==> src/rtl/boid_draw_scheduler_if.sv <==
// Position-RAM read port and framebuffer write-request port of the boid draw scheduler.
// master = scheduler side; slave = position RAM / framebuffer arbiter side.
interface boid_draw_scheduler_if #(
  parameter int unsigned IDX_W                 = 4,
  parameter int unsigned PIXEL_ADDRESS_WIDTH   = 20,
  parameter int unsigned PALETTE_ADDRESS_WIDTH = 9
);

  logic [IDX_W-1:0]                 pos_idx;
  logic [9:0]                       pos_x;
  logic [8:0]                       pos_y;
  logic                             fb_req;
  logic                             fb_grant;
  logic [PIXEL_ADDRESS_WIDTH-1:0]   fb_addr;
  logic [PALETTE_ADDRESS_WIDTH-1:0] fb_data;

  modport master (
    output pos_idx,
    input  pos_x,
    input  pos_y,
    output fb_req,
    input  fb_grant,
    output fb_addr,
    output fb_data
  );

  modport slave (
    input  pos_idx,
    output pos_x,
    output pos_y,
    input  fb_req,
    output fb_grant,
    input  fb_addr,
    input  fb_data
  );

endinterface

==> src/rtl/boid_draw_scheduler.sv <==
// Per-frame boid sequencer: for every slot, read its position, erase the previously
// drawn pixel and draw the new one through the shared framebuffer write port.
module boid_draw_scheduler #(
  parameter int unsigned NUM_BOIDS             = 16,
  parameter int unsigned PIXEL_ADDRESS_WIDTH   = 20,
  parameter int unsigned PALETTE_ADDRESS_WIDTH = 9,
  parameter logic [PALETTE_ADDRESS_WIDTH-1:0] BG_COLOR   = 9'd0,
  parameter logic [PALETTE_ADDRESS_WIDTH-1:0] BOID_COLOR = 9'd255
) (
  input  logic                   clock,
  input  logic                   resetn,
  input  logic                   frame_start,
  boid_draw_scheduler_if.master  bus,
  output logic                   busy,
  output logic                   done,
  output logic                   overrun
);

  localparam int unsigned IDX_W = $clog2(NUM_BOIDS);
  localparam logic [IDX_W-1:0] LAST_IDX = IDX_W'(NUM_BOIDS - 1);

  typedef enum logic [2:0] {
    S_IDLE,
    S_READ,
    S_WAIT,
    S_CALC,
    S_ERASE,
    S_DRAW
  } state_t;

  state_t                           state_q, state_d;
  logic [IDX_W-1:0]                 idx_q, idx_d;
  logic [9:0]                       x_q, x_d;
  logic [8:0]                       y_q, y_d;
  logic [PIXEL_ADDRESS_WIDTH-1:0]   new_addr_q, new_addr_d;
  logic                             new_valid_q, new_valid_d;
  logic [PIXEL_ADDRESS_WIDTH-1:0]   old_addr_q [NUM_BOIDS];
  logic [PIXEL_ADDRESS_WIDTH-1:0]   old_addr_d [NUM_BOIDS];
  logic [NUM_BOIDS-1:0]             old_valid_q, old_valid_d;
  logic [IDX_W-1:0]                 pos_idx_q, pos_idx_d;
  logic                             fb_req_q, fb_req_d;
  logic [PIXEL_ADDRESS_WIDTH-1:0]   fb_addr_q, fb_addr_d;
  logic [PALETTE_ADDRESS_WIDTH-1:0] fb_data_q, fb_data_d;
  logic                             busy_q, busy_d;
  logic                             done_q, done_d;
  logic                             overrun_q, overrun_d;

  logic [PIXEL_ADDRESS_WIDTH-1:0]   x_ext, y_ext, calc_addr;
  logic                             calc_valid;
  logic                             advance;

  // 640-wide row stride as (y<<9)+(y<<7), all at full address width.
  always_comb begin
    x_ext      = PIXEL_ADDRESS_WIDTH'(x_q);
    y_ext      = PIXEL_ADDRESS_WIDTH'(y_q);
    calc_addr  = x_ext + (y_ext << 9) + (y_ext << 7);
    calc_valid = (x_q < 10'd640) && (y_q < 9'd480);
  end

  // Outputs are registered, so each transition loads the values the next state presents.
  always_comb begin
    state_d     = state_q;
    idx_d       = idx_q;
    x_d         = x_q;
    y_d         = y_q;
    new_addr_d  = new_addr_q;
    new_valid_d = new_valid_q;
    old_addr_d  = old_addr_q;
    old_valid_d = old_valid_q;
    pos_idx_d   = pos_idx_q;
    fb_req_d    = fb_req_q;
    fb_addr_d   = fb_addr_q;
    fb_data_d   = fb_data_q;
    busy_d      = busy_q;
    done_d      = 1'b0;
    overrun_d   = overrun_q;
    advance     = 1'b0;

    if (frame_start && busy_q) begin
      overrun_d = 1'b1;
    end

    case (state_q)
      S_IDLE: begin
        if (frame_start) begin
          busy_d    = 1'b1;
          idx_d     = '0;
          pos_idx_d = '0;
          state_d   = S_READ;
        end
      end

      S_READ: begin
        state_d = S_WAIT;
      end

      S_WAIT: begin
        x_d     = bus.pos_x;
        y_d     = bus.pos_y;
        state_d = S_CALC;
      end

      S_CALC: begin
        new_addr_d  = calc_addr;
        new_valid_d = calc_valid;
        state_d     = S_ERASE;
        if (old_valid_q[idx_q]) begin
          fb_req_d  = 1'b1;
          fb_addr_d = old_addr_q[idx_q];
          fb_data_d = BG_COLOR;
        end
      end

      S_ERASE: begin
        if (!fb_req_q || bus.fb_grant) begin
          state_d  = S_DRAW;
          fb_req_d = new_valid_q;
          if (new_valid_q) begin
            fb_addr_d = new_addr_q;
            fb_data_d = BOID_COLOR;
          end
        end
      end

      S_DRAW: begin
        advance = !fb_req_q || bus.fb_grant;
        if (advance) begin
          fb_req_d           = 1'b0;
          old_valid_d[idx_q] = new_valid_q;
          if (new_valid_q) begin
            old_addr_d[idx_q] = new_addr_q;
          end
          if (idx_q == LAST_IDX) begin
            state_d = S_IDLE;
            busy_d  = 1'b0;
            done_d  = 1'b1;
          end else begin
            idx_d     = idx_q + IDX_W'(1);
            pos_idx_d = idx_q + IDX_W'(1);
            state_d   = S_READ;
          end
        end
      end

      default: begin
        state_d = S_IDLE;
      end
    endcase
  end

  always_ff @(posedge clock or negedge resetn) begin
    if (!resetn) begin
      state_q     <= S_IDLE;
      idx_q       <= '0;
      x_q         <= '0;
      y_q         <= '0;
      new_addr_q  <= '0;
      new_valid_q <= 1'b0;
      for (int unsigned i = 0; i < NUM_BOIDS; i++) begin
        old_addr_q[i] <= '0;
      end
      old_valid_q <= '0;
      pos_idx_q   <= '0;
      fb_req_q    <= 1'b0;
      fb_addr_q   <= '0;
      fb_data_q   <= '0;
      busy_q      <= 1'b0;
      done_q      <= 1'b0;
      overrun_q   <= 1'b0;
    end else begin
      state_q     <= state_d;
      idx_q       <= idx_d;
      x_q         <= x_d;
      y_q         <= y_d;
      new_addr_q  <= new_addr_d;
      new_valid_q <= new_valid_d;
      old_addr_q  <= old_addr_d;
      old_valid_q <= old_valid_d;
      pos_idx_q   <= pos_idx_d;
      fb_req_q    <= fb_req_d;
      fb_addr_q   <= fb_addr_d;
      fb_data_q   <= fb_data_d;
      busy_q      <= busy_d;
      done_q      <= done_d;
      overrun_q   <= overrun_d;
    end
  end

  assign bus.pos_idx = pos_idx_q;
  assign bus.fb_req  = fb_req_q;
  assign bus.fb_addr = fb_addr_q;
  assign bus.fb_data = fb_data_q;
  assign busy        = busy_q;
  assign done        = done_q;
  assign overrun     = overrun_q;

endmodule

==> src/flat_wrapper.sv <==
// flat-port wrapper written by rule: the top's interface ports become plain ports
module boid_draw_scheduler_flat 
#(
  parameter int unsigned NUM_BOIDS             = 16,
  parameter int unsigned PIXEL_ADDRESS_WIDTH   = 20,
  parameter int unsigned PALETTE_ADDRESS_WIDTH = 9,
  parameter logic [PALETTE_ADDRESS_WIDTH-1:0] BG_COLOR   = 9'd0,
  parameter logic [PALETTE_ADDRESS_WIDTH-1:0] BOID_COLOR = 9'd255
)
  (clock, resetn, frame_start, busy, done, overrun, bus_pos_idx, bus_pos_x, bus_pos_y, bus_fb_req, bus_fb_grant, bus_fb_addr, bus_fb_data);
  boid_draw_scheduler_if #(.IDX_W(4), .PIXEL_ADDRESS_WIDTH(PIXEL_ADDRESS_WIDTH), .PALETTE_ADDRESS_WIDTH(PALETTE_ADDRESS_WIDTH)) bus_i ();
  input  logic clock;
  input  logic resetn;
  input  logic frame_start;
  output logic busy;
  output logic done;
  output logic overrun;
  output wire logic [$bits(bus_i.pos_idx)-1:0] bus_pos_idx;
  input wire logic [$bits(bus_i.pos_x)-1:0] bus_pos_x;
  input wire logic [$bits(bus_i.pos_y)-1:0] bus_pos_y;
  output wire logic [$bits(bus_i.fb_req)-1:0] bus_fb_req;
  input wire logic [$bits(bus_i.fb_grant)-1:0] bus_fb_grant;
  output wire logic [$bits(bus_i.fb_addr)-1:0] bus_fb_addr;
  output wire logic [$bits(bus_i.fb_data)-1:0] bus_fb_data;
  assign bus_pos_idx = bus_i.pos_idx;
  assign bus_i.pos_x = bus_pos_x;
  assign bus_i.pos_y = bus_pos_y;
  assign bus_fb_req = bus_i.fb_req;
  assign bus_i.fb_grant = bus_fb_grant;
  assign bus_fb_addr = bus_i.fb_addr;
  assign bus_fb_data = bus_i.fb_data;
  boid_draw_scheduler #(.NUM_BOIDS(NUM_BOIDS), .PIXEL_ADDRESS_WIDTH(PIXEL_ADDRESS_WIDTH), .PALETTE_ADDRESS_WIDTH(PALETTE_ADDRESS_WIDTH), .BG_COLOR(BG_COLOR), .BOID_COLOR(BOID_COLOR)) u_core (.clock(clock), .resetn(resetn), .frame_start(frame_start), .bus(bus_i), .busy(busy), .done(done), .overrun(overrun));
endmodule
==> config.mk <==
export PLATFORM = sky130hd
export DESIGN_NAME = boid_draw_scheduler_flat
export DESIGN_NICKNAME = d
export VERILOG_FILES = /design/src/rtl/boid_draw_scheduler_if.sv /design/src/rtl/boid_draw_scheduler.sv /design/src/flat_wrapper.sv
export SDC_FILE = /design/constraint.sdc
export NUM_CORES = 1
export LEC_CHECK = 0
export CAP_MARGIN = 20
export CORE_UTILIZATION = 50
export CTS_CLUSTER_DIAMETER = 150
export DETAILED_ROUTE_END_ITERATION = 6
export GPL_TIMING_DRIVEN = 1
export PLACE_DENSITY = 0.7
export SETUP_SLACK_MARGIN = 0.05
export SYNTH_ARGS = -nofsm -noshare
export SYNTH_HDL_FRONTEND = slang
export SYNTH_SLANG_ARGS = --single-unit
==> constraint.sdc <==
create_clock -name clock -period 2.6 [get_ports clock]
set_input_delay 0.39 -clock clock [delete_from_list [all_inputs] [get_ports clock]]
set_output_delay 0.39 -clock clock [all_outputs]
set_load 0.01 [all_outputs]
**Word-level counts from Yosys, hierarchy flattened**

Index checks and enable logic that the tools add are counted.

- Register bits after elaboration: 416
- Input bits: 23
- Output and inout port bits: 37
- Logic and storage cells: 108

- Add/subtract/negate cells: 3
- Magnitude comparators: 6
- Equal/unequal tests: 13
- Mux-type cells: 39
- Bitwise logic cells: 1
- Reductions and logical operators: 17

Operator list:

| operator | count |
|---|---|
| bitwise mux 320 bit | 1 |
| 2-to-1 mux 20 bit | 6 |
| binary-select mux 20 bit (select 4 bit) | 1 |
| demux 20 bit (select 4 bit) | 1 |
| one-hot mux 20 bit (2 select lines) | 1 |
| 2-to-1 mux 9 bit | 3 |
| adder 20 x 16 -> 20 bit | 1 |
| adder 10 x 18 -> 19 bit | 1 |
| one-hot mux 3 bit (6 select lines) | 1 |
| one-hot mux 9 bit (2 select lines) | 1 |
| bitwise mux 16 bit | 1 |
| AND reduction 4 bit | 4 |
| 2-to-1 mux 1 bit | 12 |
| 2-to-1 mux 4 bit | 3 |
| less-than comparator 10 bit (second input constant) | 1 |
| != test 2 x 1 -> 1 bit (second input constant) | 5 |
| less-than comparator 9 bit (second input constant) | 1 |
| 2-to-1 mux 3 bit | 3 |
| one-hot mux 4 bit (2 select lines) | 1 |
| == test 3 x 2 -> 1 bit (second input constant) | 2 |
| == test 3 bit (second input constant) | 2 |
| AND reduction 3 bit | 2 |
| >= comparator 5 bit (second input constant) | 1 |
| less-than comparator 4 x 5 -> 1 bit (second input constant) | 1 |
| other kinds (18) | 23 |

**Depth between registers and ports, before layout**

Gate-level depths: netlist of run 1.

- Depth in word-level cells: 6
- Gate-level depth with buffers: 11
- Mapped depth without buffers: 11

**Worst setup path after synthesis of run 1**

Ideal clock, no wire load.

- Kind: reg-to-reg
- From: register, netlist name u_core.bus.pos_idx[0]
- To: register u_core.old_addr_q[301] (netlist bit)
- Setup time: 0.125 ns
- Data arrival time: 2.472 ns
- Required time: 2.475 ns
- Path slack: 0.003 ns
- Cell stages (with the launch flop): 12
- Buffers on the path: 6
- Clock period less this slack: 2.597 ns
- Path through: dfrtp_1 > buf_6 > buf_4 > buf_6 > buf_4 > buf_4 > inv_1 > ha_1 > nand2_2 > nor2_1 > buf_2 > mux2_2

RTL lines:

| element | line | RTL |
|---|---|---|
| end signal: assignment | boid_draw_scheduler.sv:177 | `old_addr_q <= old_addr_d;` |
| end: declaration | boid_draw_scheduler.sv:37 | `logic [PIXEL_ADDRESS_WIDTH-1:0] old_addr_q [NUM_BOIDS];` |

**Worst setup path after layout of run 1**

- From: register u_core.y_q[0]
- To: register u_core.new_addr_q[16]

- Word-level cells in the longest chain between the ends: 2

Ends and longest elaborated chain:

| element | line | RTL |
|---|---|---|
| start: declaration | boid_draw_scheduler.sv:34 | `logic [8:0] y_q, y_d;` |
| start signal: assignment | boid_draw_scheduler.sv:174 | `y_q <= y_d;` |
| adder 10 x 18 -> 19 bit | boid_draw_scheduler.sv:56 | `calc_addr = x_ext + (y_ext << 9) + (y_ext << 7);` |
| adder 20 x 16 -> 20 bit (*) | boid_draw_scheduler.sv:56 |  |
| end signal: assignment | boid_draw_scheduler.sv:175 | `new_addr_q <= new_addr_d;` |
| end: declaration | boid_draw_scheduler.sv:35 | `logic [PIXEL_ADDRESS_WIDTH-1:0] new_addr_q, new_addr_d;` |

Mark *: on every way between the ends. The rest lies on a longest branch, timed or not.
A chain may end at the register's enable or synchronous reset.

==> results of run 1 <==
## layout by cell type (no fill, tap or decap), types with 9 or more instances in the layout
| cell | Yosys | routed |
|---|---|---|
| dfrtp_1 | 408 | 406 |
| mux2_2 | 350 | 350 |
| mux4_2 | 71 | 71 |
| buf_4 | 22 | 58 |
| clkdlybuf4s50_1 | 0 | 57 |
| nor2_1 | 67 | 50 |
| clkbuf_16 | 0 | 45 |
| nand2_1 | 42 | 42 |
| o21ai_0 | 41 | 40 |
| mux2i_1 | 36 | 36 |
| buf_12 | 0 | 27 |
| a21oi_1 | 21 | 20 |
| nor2_2 | 1 | 18 |
| ha_1 | 17 | 14 |
| mux2_4 | 13 | 13 |
| xor2_1 | 11 | 11 |
| a31oi_1 | 11 | 11 |
| a22oi_1 | 11 | 11 |
| clkbuf_1 | 31 | 11 |
| xnor2_1 | 10 | 9 |
| a211oi_1 | 11 | 9 |
| clkbuf_8 | 0 | 9 |
## stage by stage
stage | instance area (um^2) | util [%] | std cells | setup slack (ps) | total power [W]
after detailed placement | 20530 | 55.68 | 1853 | 46.19 | 0.01382
after global placement | 20530 | 55.68 | 1853 | 61.22 | 0.01370
after CTS | 21960 | 59.57 | 1933 | 56.52 | 0.02002
final | 22070 | 59.85 | 1936 | 110.5 | 0.02008
after floorplan | 18870 | - | 1314 | 54.05 | 0.01179
after global routing | 22070 | 59.85 | 1936 | -19.99 | 0.02112
## cells in the mapped netlist (all sizes together) (2+ instances only)
master     n  share of area [%]
dfrtp    408                 54
mux2     365                 22
buf       74                2.4
mux4      71                8.5
nor2      68                1.4
nand2     46               0.97
o21ai     41                1.1
mux2i     36                1.9
clkbuf    31               0.62
a21oi     21               0.56
ha        17                1.1
a211oi    11               0.44
a22oi     11               0.44
a31oi     11               0.36
xor2      11               0.51
nand3     10               0.27
xnor2     10               0.46
a21o       8               0.32
o22ai      8               0.27
a221oi     7               0.36
nor3       6               0.19
nand2b     5               0.21
nand4      5               0.17
inv        4              0.080
nor2b      4               0.13
a2111oi    3               0.14
and3       3               0.10
nand3b     2              0.080
nor4b      2               0.13
o211ai     2              0.080
or3b       2              0.093
## timing repair
item                       in CTS  in global routing
hold buffers                    1                  0
gates resized for setup         1                 16
hold endpoints to repair       57                  0
setup buffers                   0                  3
pin swaps                       0                  6
setup endpoints to repair       1                 10
## logic make-up after synthesis
group	Yosys count	share of synthesized area, %
compound gates	129	4.312
xor+xnor	21	0.9752
fa+ha+maj	18	1.234
buf+inv	109	3.071
flops	408	54.13
mux	472	32.44
other cells	1	0.01988
simple gates	156	3.814
## sequential cells by signal, indices dropped and copies added, names as in the netlist, 3 cells and up
signal / flops
u_core.bus.fb_addr: 20
u_core.bus.pos_idx: 4
u_core.new_addr_q: 20
u_core.old_addr_q: 320
u_core.old_valid_q: 16
u_core.state_q: 3
u_core.x_q: 10
u_core.y_q: 9
## worst min path at each step
stage / to / cells after the start
6_report: u_core.y_q[5]$_DFFE_PN0P_ / 2
2_1_floorplan: u_core.bus.fb_addr[0]$_DFFE_PN0P_ / 0
5_1_grt: u_core.y_q[1]$_DFFE_PN0P_ / 2
3_5_place_dp: u_core.y_q[6]$_DFFE_PN0P_ / 1
3_3_place_gp: u_core.y_q[6]$_DFFE_PN0P_ / 1
4_1_cts: u_core.y_q[6]$_DFFE_PN0P_ / 2
## worst register-to-register path: stages (launching register included)
cell and delay, ps:
dfrtp_1 410, ha_4 180, ha_4 170, xor2_1 140
ha_1 300, a21o_1 180, a31o_2 250, o211ai_1 250
nand2_1 100, xnor2_1 130, mux2_2 260
## cell type report
type / count / area (um^2)
clock buffers: 65 / 1291
clock inverters: 14 / 131.4
fillers: 2803 / 14800
inverters: 4 / 15.01
multi-input cells: 797 / 8212
flip-flops and latches: 408 / 10220
well taps: 504 / 630.6
repair buffers: 144 / 1572
## per-layer routing
layer	part of all wire [%]	vias up
met5	0	-
met4	2.3	0
met3	5.2	83
met2	48	288
met1	45	6066
li1	-	4973
## where the power goes
group / switching [W] / internal, W / leakage (nW)
clock: 0.00251 / 0.00363 / 0.696
sequential: 0.00122 / 0.00717 / 5.56
combinational: 0.00271 / 0.00283 / 3.88
==> summary.txt, run 1 <==
Critical path
  – CP Max Fanout: 4
  – Slowest CP cell: dfrtp_1
  – Highest cell delay on the worst timing path: 410 ps
  – WS Path Type: flop to flop
  – Critical Path RT: 3040 ps
  – R2R Path End: u_core.new_addr_q[16]$_DFFE_PN0P_
  – Stages on worst setup path: 10
  – Crit end category: flop
  – Critical Path End: u_core.new_addr_q[16]$_DFFE_PN0P_
  – Crit path launch: u_core.y_q[0]$_DFFE_PN0P_
  – Buf/Inv on CP: 0
  – Critical Path AT: 2930 ps
  – FF-to-FF setup slack: 110 ps
  – Startpoint types: flop
  – Worst r2r src: u_core.y_q[0]$_DFFE_PN0P_
  – Top delay family on crit path: compound AO/OA/AOI/OAI gates
  – Worst path cell trace: ha_4, ha_4, xor2_1, ha_1, a21o_1, a31o_2, o211ai_1, nand2_1, xnor2_1, mux2_2
  – Reg2reg path depth: 10
  – Most frequent CP cell: ha_4

Die
  – Row count: 70
  – Die Y-Extent: 196.2 um
  – IO Pins: 60
  – Core box area: 0.03687 mm^2
  – Die area: 0.03850 mm^2
  – Starting Density: 51.15%
  – Horiz. Die Dim: 196.2 um

Yosys
  – Cell area after synthesis: 0.01886 mm^2
  – Post-synth ARST share: 100.0%
  – Synthesized area per cell: 14.35 um^2
  – Syn. warnings: 0
  – Dominant synthesized flop cell: dfrtp_1
  – Distinct cell type count after synthesis: 54
  – Synth Net Count: 1,355
  – Number of flops mapped to enable cells by yosys: 0
  – Cells after synthesis: 1,314
  – Seq/Total Area, Yosys: 54.13%
  – Register bit total from synthesis: 408

Drt
  – Iteration-0 DRC Markers: 681
  – Routed via count: 11,410
  – DRC viols: 0
  – ANT nets after route: 0
  – Drt wl/cell: 23.33 um
  – Drt first pass iters: 5
  – Vias per cell: 5.894
  – Final WL: 45.17 mm

Finish
  – Ant. Diodes: 0
  – Layout Area Growth over Synthesis: 17.01%
  – Ratio of cells with drive above 1 in the final layout: 43.99%
  – Nets: 1,440

Global route
  – Global route hottest layer: met2
  – GR Layer Usage met2: 38.96%
  – Initial antenna violation count: 0
  – GRT met1 Usage: 35.19%
  – Total gr overflow: 0
  – First-pass GRT wire length: 71.65 mm
  – Vias in the first global route: 11,952
  – Largest net degree at the start of global routing: 69
  – Met3 Resource Use GR: 4.728%
  – Overall Global Routing Usage: 24.71%

Place
  – Detailed Place HPWL: 28.50 mm
  – Gpl congestion: 0.8663
  – Port buffer count: 58

Timing
  – Slew Viols, Final: 0
  – Slew @ Worst Pin: 773.9 ps
  – Skew final: 16.41 ps
  – Final hold viol count: 0
  – Max_slew headroom: 48.21%
  – Fin Setup TNS: 0 ps
  – # setup viols final: 0
  – Tcrit/Tclk final: 95.75%
  – Hold slack: 398.6 ps
  – RSZ-0062 raised after global routing: true
  – Fin crit period: 2489 ps
  – Fmax: 401.7 MHz

CTS
  – CTS H-tree depth: 2
  – CTS tree: yes
  – Clock Root Buffer: clkbuf_16
  – Max clock buf depth: 3
  – Clk slew on worst S/H paths: 60 ps
  – Clock Latency Late Sink: 560 ps
  – Clock Sinks: 408
  – TritonCTS buffer count: 44

Run status
  – Outcome: completed

Power
  – Leakage: 10.13 nW
  – Cell Pwr Density: 909.8 mW/mm^2
  – Worst vdd ir: 0.0007799 V

Job
  – Max-cap violations: 0

Worst hold path
  – Hold/Removal Path Class: primary input to asynchronous set/reset pin
Power figures use the tool's default switching activity.
==> run 2: changes to the inputs <==
--- a/config.mk
+++ b/config.mk
@@ -6,11 +6,13 @@
 export NUM_CORES = 1
 export LEC_CHECK = 0
 export CAP_MARGIN = 20
-export CORE_UTILIZATION = 50
+export CELL_PAD_IN_SITES_DETAIL_PLACEMENT = 1
+export CELL_PAD_IN_SITES_GLOBAL_PLACEMENT = 1
+export CORE_UTILIZATION = 47
 export CTS_CLUSTER_DIAMETER = 150
 export DETAILED_ROUTE_END_ITERATION = 6
 export GPL_TIMING_DRIVEN = 1
-export PLACE_DENSITY = 0.7
+export PLACE_DENSITY_LB_ADDON = 0.1
 export SETUP_SLACK_MARGIN = 0.05
 export SYNTH_ARGS = -nofsm -noshare
 export SYNTH_HDL_FRONTEND = slang
==> run 2 against run 1 <==
Sequential share of layout area shrank 0.31 points. Core utilization shrank 3.8 points. Global-route usage grew 1.3 points. Fmax shrank 2.3%. Count of clock-buffer cells in the layout grew 1. Clock power grew 6.8%. Via count grew 1.1%. Non-clock buffer count grew 10. Largest power group unchanged.
==> summary.txt, run 2 (same netlist as run 1, synthesis figures left out) <==
Run status
  – Outcome: completed (unchanged)

Power
  – Leakage: 10.21 nW (was 10.13 nW)
  – Cell Pwr Density: 931.8 mW/mm^2 (was 909.8 mW/mm^2)
  – Worst vdd ir: 0.0006564 V (was 0.0007799 V)
  – Power Total: 0.02070 W (was 0.02008 W)

Timing
  – Tcrit/Tclk final: 97.96% (was 95.75%)
  – Skew final: 12.97 ps (was 16.41 ps)
  – Final hold viol count: 0 (unchanged)
  – Slew @ Worst Pin: 672.4 ps (was 773.9 ps)
  – Fmax: 392.6 MHz (was 401.7 MHz)
  – Hold slack: 357.7 ps (was 398.6 ps)
  – Fin crit period: 2547 ps (was 2489 ps)
  – Slew Viols, Final: 0 (unchanged)
  – # setup viols final: 0 (unchanged)
  – Max_slew headroom: 54.54% (was 48.21%)
  – RSZ-0062 raised after global routing: true (unchanged)

CTS
  – Clock Latency Late Sink: 580 ps (was 560 ps)
  – Clk slew on worst S/H paths: 60 ps (about the same)
  – Max clock buf depth: 3 (unchanged)
  – CTS tree: yes (unchanged)
  – TritonCTS buffer count: 46 (was 44)
  – CTS H-tree depth: 2 (unchanged)
  – Clock Sinks: 408 (unchanged)
  – Clock Root Buffer: clkbuf_16 (unchanged)

Critical path
  – Buf/Inv on CP: 0 (unchanged)
  – Startpoint types: flop (unchanged)
  – Worst path cell trace: ha_2, ha_4, xor2_1, ha_1, a21o_1, a31o_2, o211ai_1, nand2_1, xnor2_1, mux2_2 (was ha_4, ha_4, xor2_1, ha_1, a21o_1, a31o_2, o211ai_1, nand2_1, xnor2_1, mux2_2)
  – Slowest CP cell: dfrtp_1 (unchanged)
  – Top delay family on crit path: adder cells (was compound AO/OA/AOI/OAI gates)
  – Highest cell delay on the worst timing path: 390 ps (was 410 ps)
  – Crit end category: flop (unchanged)
  – WS Path Type: flop to flop (unchanged)
  – CP Max Fanout: 4 (unchanged)
  – FF-to-FF setup slack: 50 ps (was 110 ps)
  – Critical Path RT: 3060 ps (was 3040 ps)
  – Critical Path AT: 3010 ps (was 2930 ps)

Global route
  – Vias in the first global route: 12,607 (was 11,952)
  – Overall Global Routing Usage: 26.00% (was 24.71%)
  – Initial antenna violation count: 0 (unchanged)
  – First-pass GRT wire length: 79.91 mm (was 71.65 mm)
  – Total gr overflow: 0 (unchanged)
  – Largest net degree at the start of global routing: 78 (was 69)

Die
  – Core box area: 0.03964 mm^2 (was 0.03687 mm^2)
  – Row count: 73 (was 70)
  – Starting Density: 47.58% (was 51.15%)
  – IO Pins: 60 (unchanged)
  – Horiz. Die Dim: 202.3 um (was 196.2 um)
  – Die area: 0.04093 mm^2 (was 0.03850 mm^2)
  – Die Y-Extent: 202.3 um (was 196.2 um)

Finish
  – Most common cell after layout, fill and taps aside: dfrtp_1 (unchanged)
  – Ratio of cells with drive above 1 in the final layout: 44.31% (was 43.99%)
  – Top reg by flops: u_core.old_addr_q (unchanged)
  – Nets: 1,452 (was 1,440)
  – Ant. Diodes: 0 (unchanged)
  – Fill cell count: 3,824 (was 2,803)
  – Largest register FFs: 320 (unchanged)
  – Final core utilization: 56.04% (was 59.85%)
  – Layout Area Growth over Synthesis: 17.79% (was 17.01%)
  – Commonest cells after routing, fill and taps aside: 406 x dfrtp_1, 350 x mux2_2, 71 x mux4_2 (unchanged)

Drt
  – Final WL: 50.72 mm (was 45.17 mm)
  – ANT nets after route: 0 (unchanged)
  – Drt wl/cell: 25.70 um (was 23.33 um)
  – Iteration-0 DRC Markers: 593 (was 681)
  – Routed via count: 11,534 (was 11,410)
  – DRC viols: 0 (unchanged)
  – Vias per cell: 5.843 (was 5.894)
  – Drt first pass iters: 5 (unchanged)

Job
  – Max-cap violations: 0 (unchanged)

Place
  – Port buffer count: 58 (unchanged)
  – Detailed Place HPWL: 32.25 mm (was 28.50 mm)
  – Gpl congestion: 0.8148 (was 0.8663)

Worst hold path
  – Hold/Removal Path Class: primary input to asynchronous set/reset pin (unchanged)
run 2: changes by cell type in the layout (fill, tap and decap cells not counted), sizes merged:
cell    previous run  this run
inv                4         6
buf               86        96
bufinv             2         5
clkinv             9        10
clkbuf            65        66
run 2: per-stage QoR:
step	area (um^2)	setup WS [ps]	setup TNS, ps	std cells
floorplan	18870	54.05	0	1314
global placement	20620	57.00	0	1886
detailed placement	20620	21.51	0	1886
CTS	22180	55.54	0	1973
global route	22220	-56.46	-59.64	1974
finish	22220	52.93	0	1974
run 2: final cells by class:
cell class / count / area (um^2) / area share (%)
Clock buffer: 66 / 1266 / 5.700
Clock inverter: 20 / 251.5 / 1.132
Inverter: 4 / 15.01 / 0.06759
Multi-Input combinational cell: 797 / 8183 / 36.83
Sequential cell: 408 / 10220 / 45.99
Tap cell: 525 / 656.9 / 2.957
Timing Repair Buffer: 154 / 1625 / 7.316
run 2: metal layers:
metal  global-route usage [%]  routed length, um  share of wire (%)  vias up
met1                    36.83              22880                 45     6178
met2                    41.03              24170                 48      237
met3                    3.983               2145                4.2       89
li1                         -                  -                  -     5030
met5                        0                  0                  0        -
met4                    8.754               1532                3.0        0
run 2: power by group:
part	total, W	internal, W	switching (W)
Sequential	0.00845	0.00717	0.00128
Combinational	0.00567	0.00282	0.00286
Clock	0.00657	0.00390	0.00267
run 2: final timing paths:
check                                      startpoint                            endpoint  cells past startpoint
min reg2reg                u_core.overrun$_DFFE_PN0P_          u_core.overrun$_DFFE_PN0P_                      1
max reg2reg                 u_core.y_q[0]$_DFFE_PN0P_   u_core.new_addr_q[16]$_DFFE_PN0P_                     10
min in group clock                       bus_pos_y[2]           u_core.y_q[2]$_DFFE_PN0P_                      2
max in group asynchronous                      resetn  u_core.old_addr_q[223]$_DFFE_PN0P_                      3
max                         u_core.y_q[0]$_DFFE_PN0P_   u_core.new_addr_q[16]$_DFFE_PN0P_                     10
min                                            resetn  u_core.old_addr_q[174]$_DFFE_PN0P_                      2
run 2: repair_timing:
item                       4_1_cts  5_1_grt
hold buffers                     1        0
buffers inserted                 0        1
hold endpoints to repair        52        0
pin swaps                        3       10
resized for setup                6        9
setup endpoints to repair        2        9
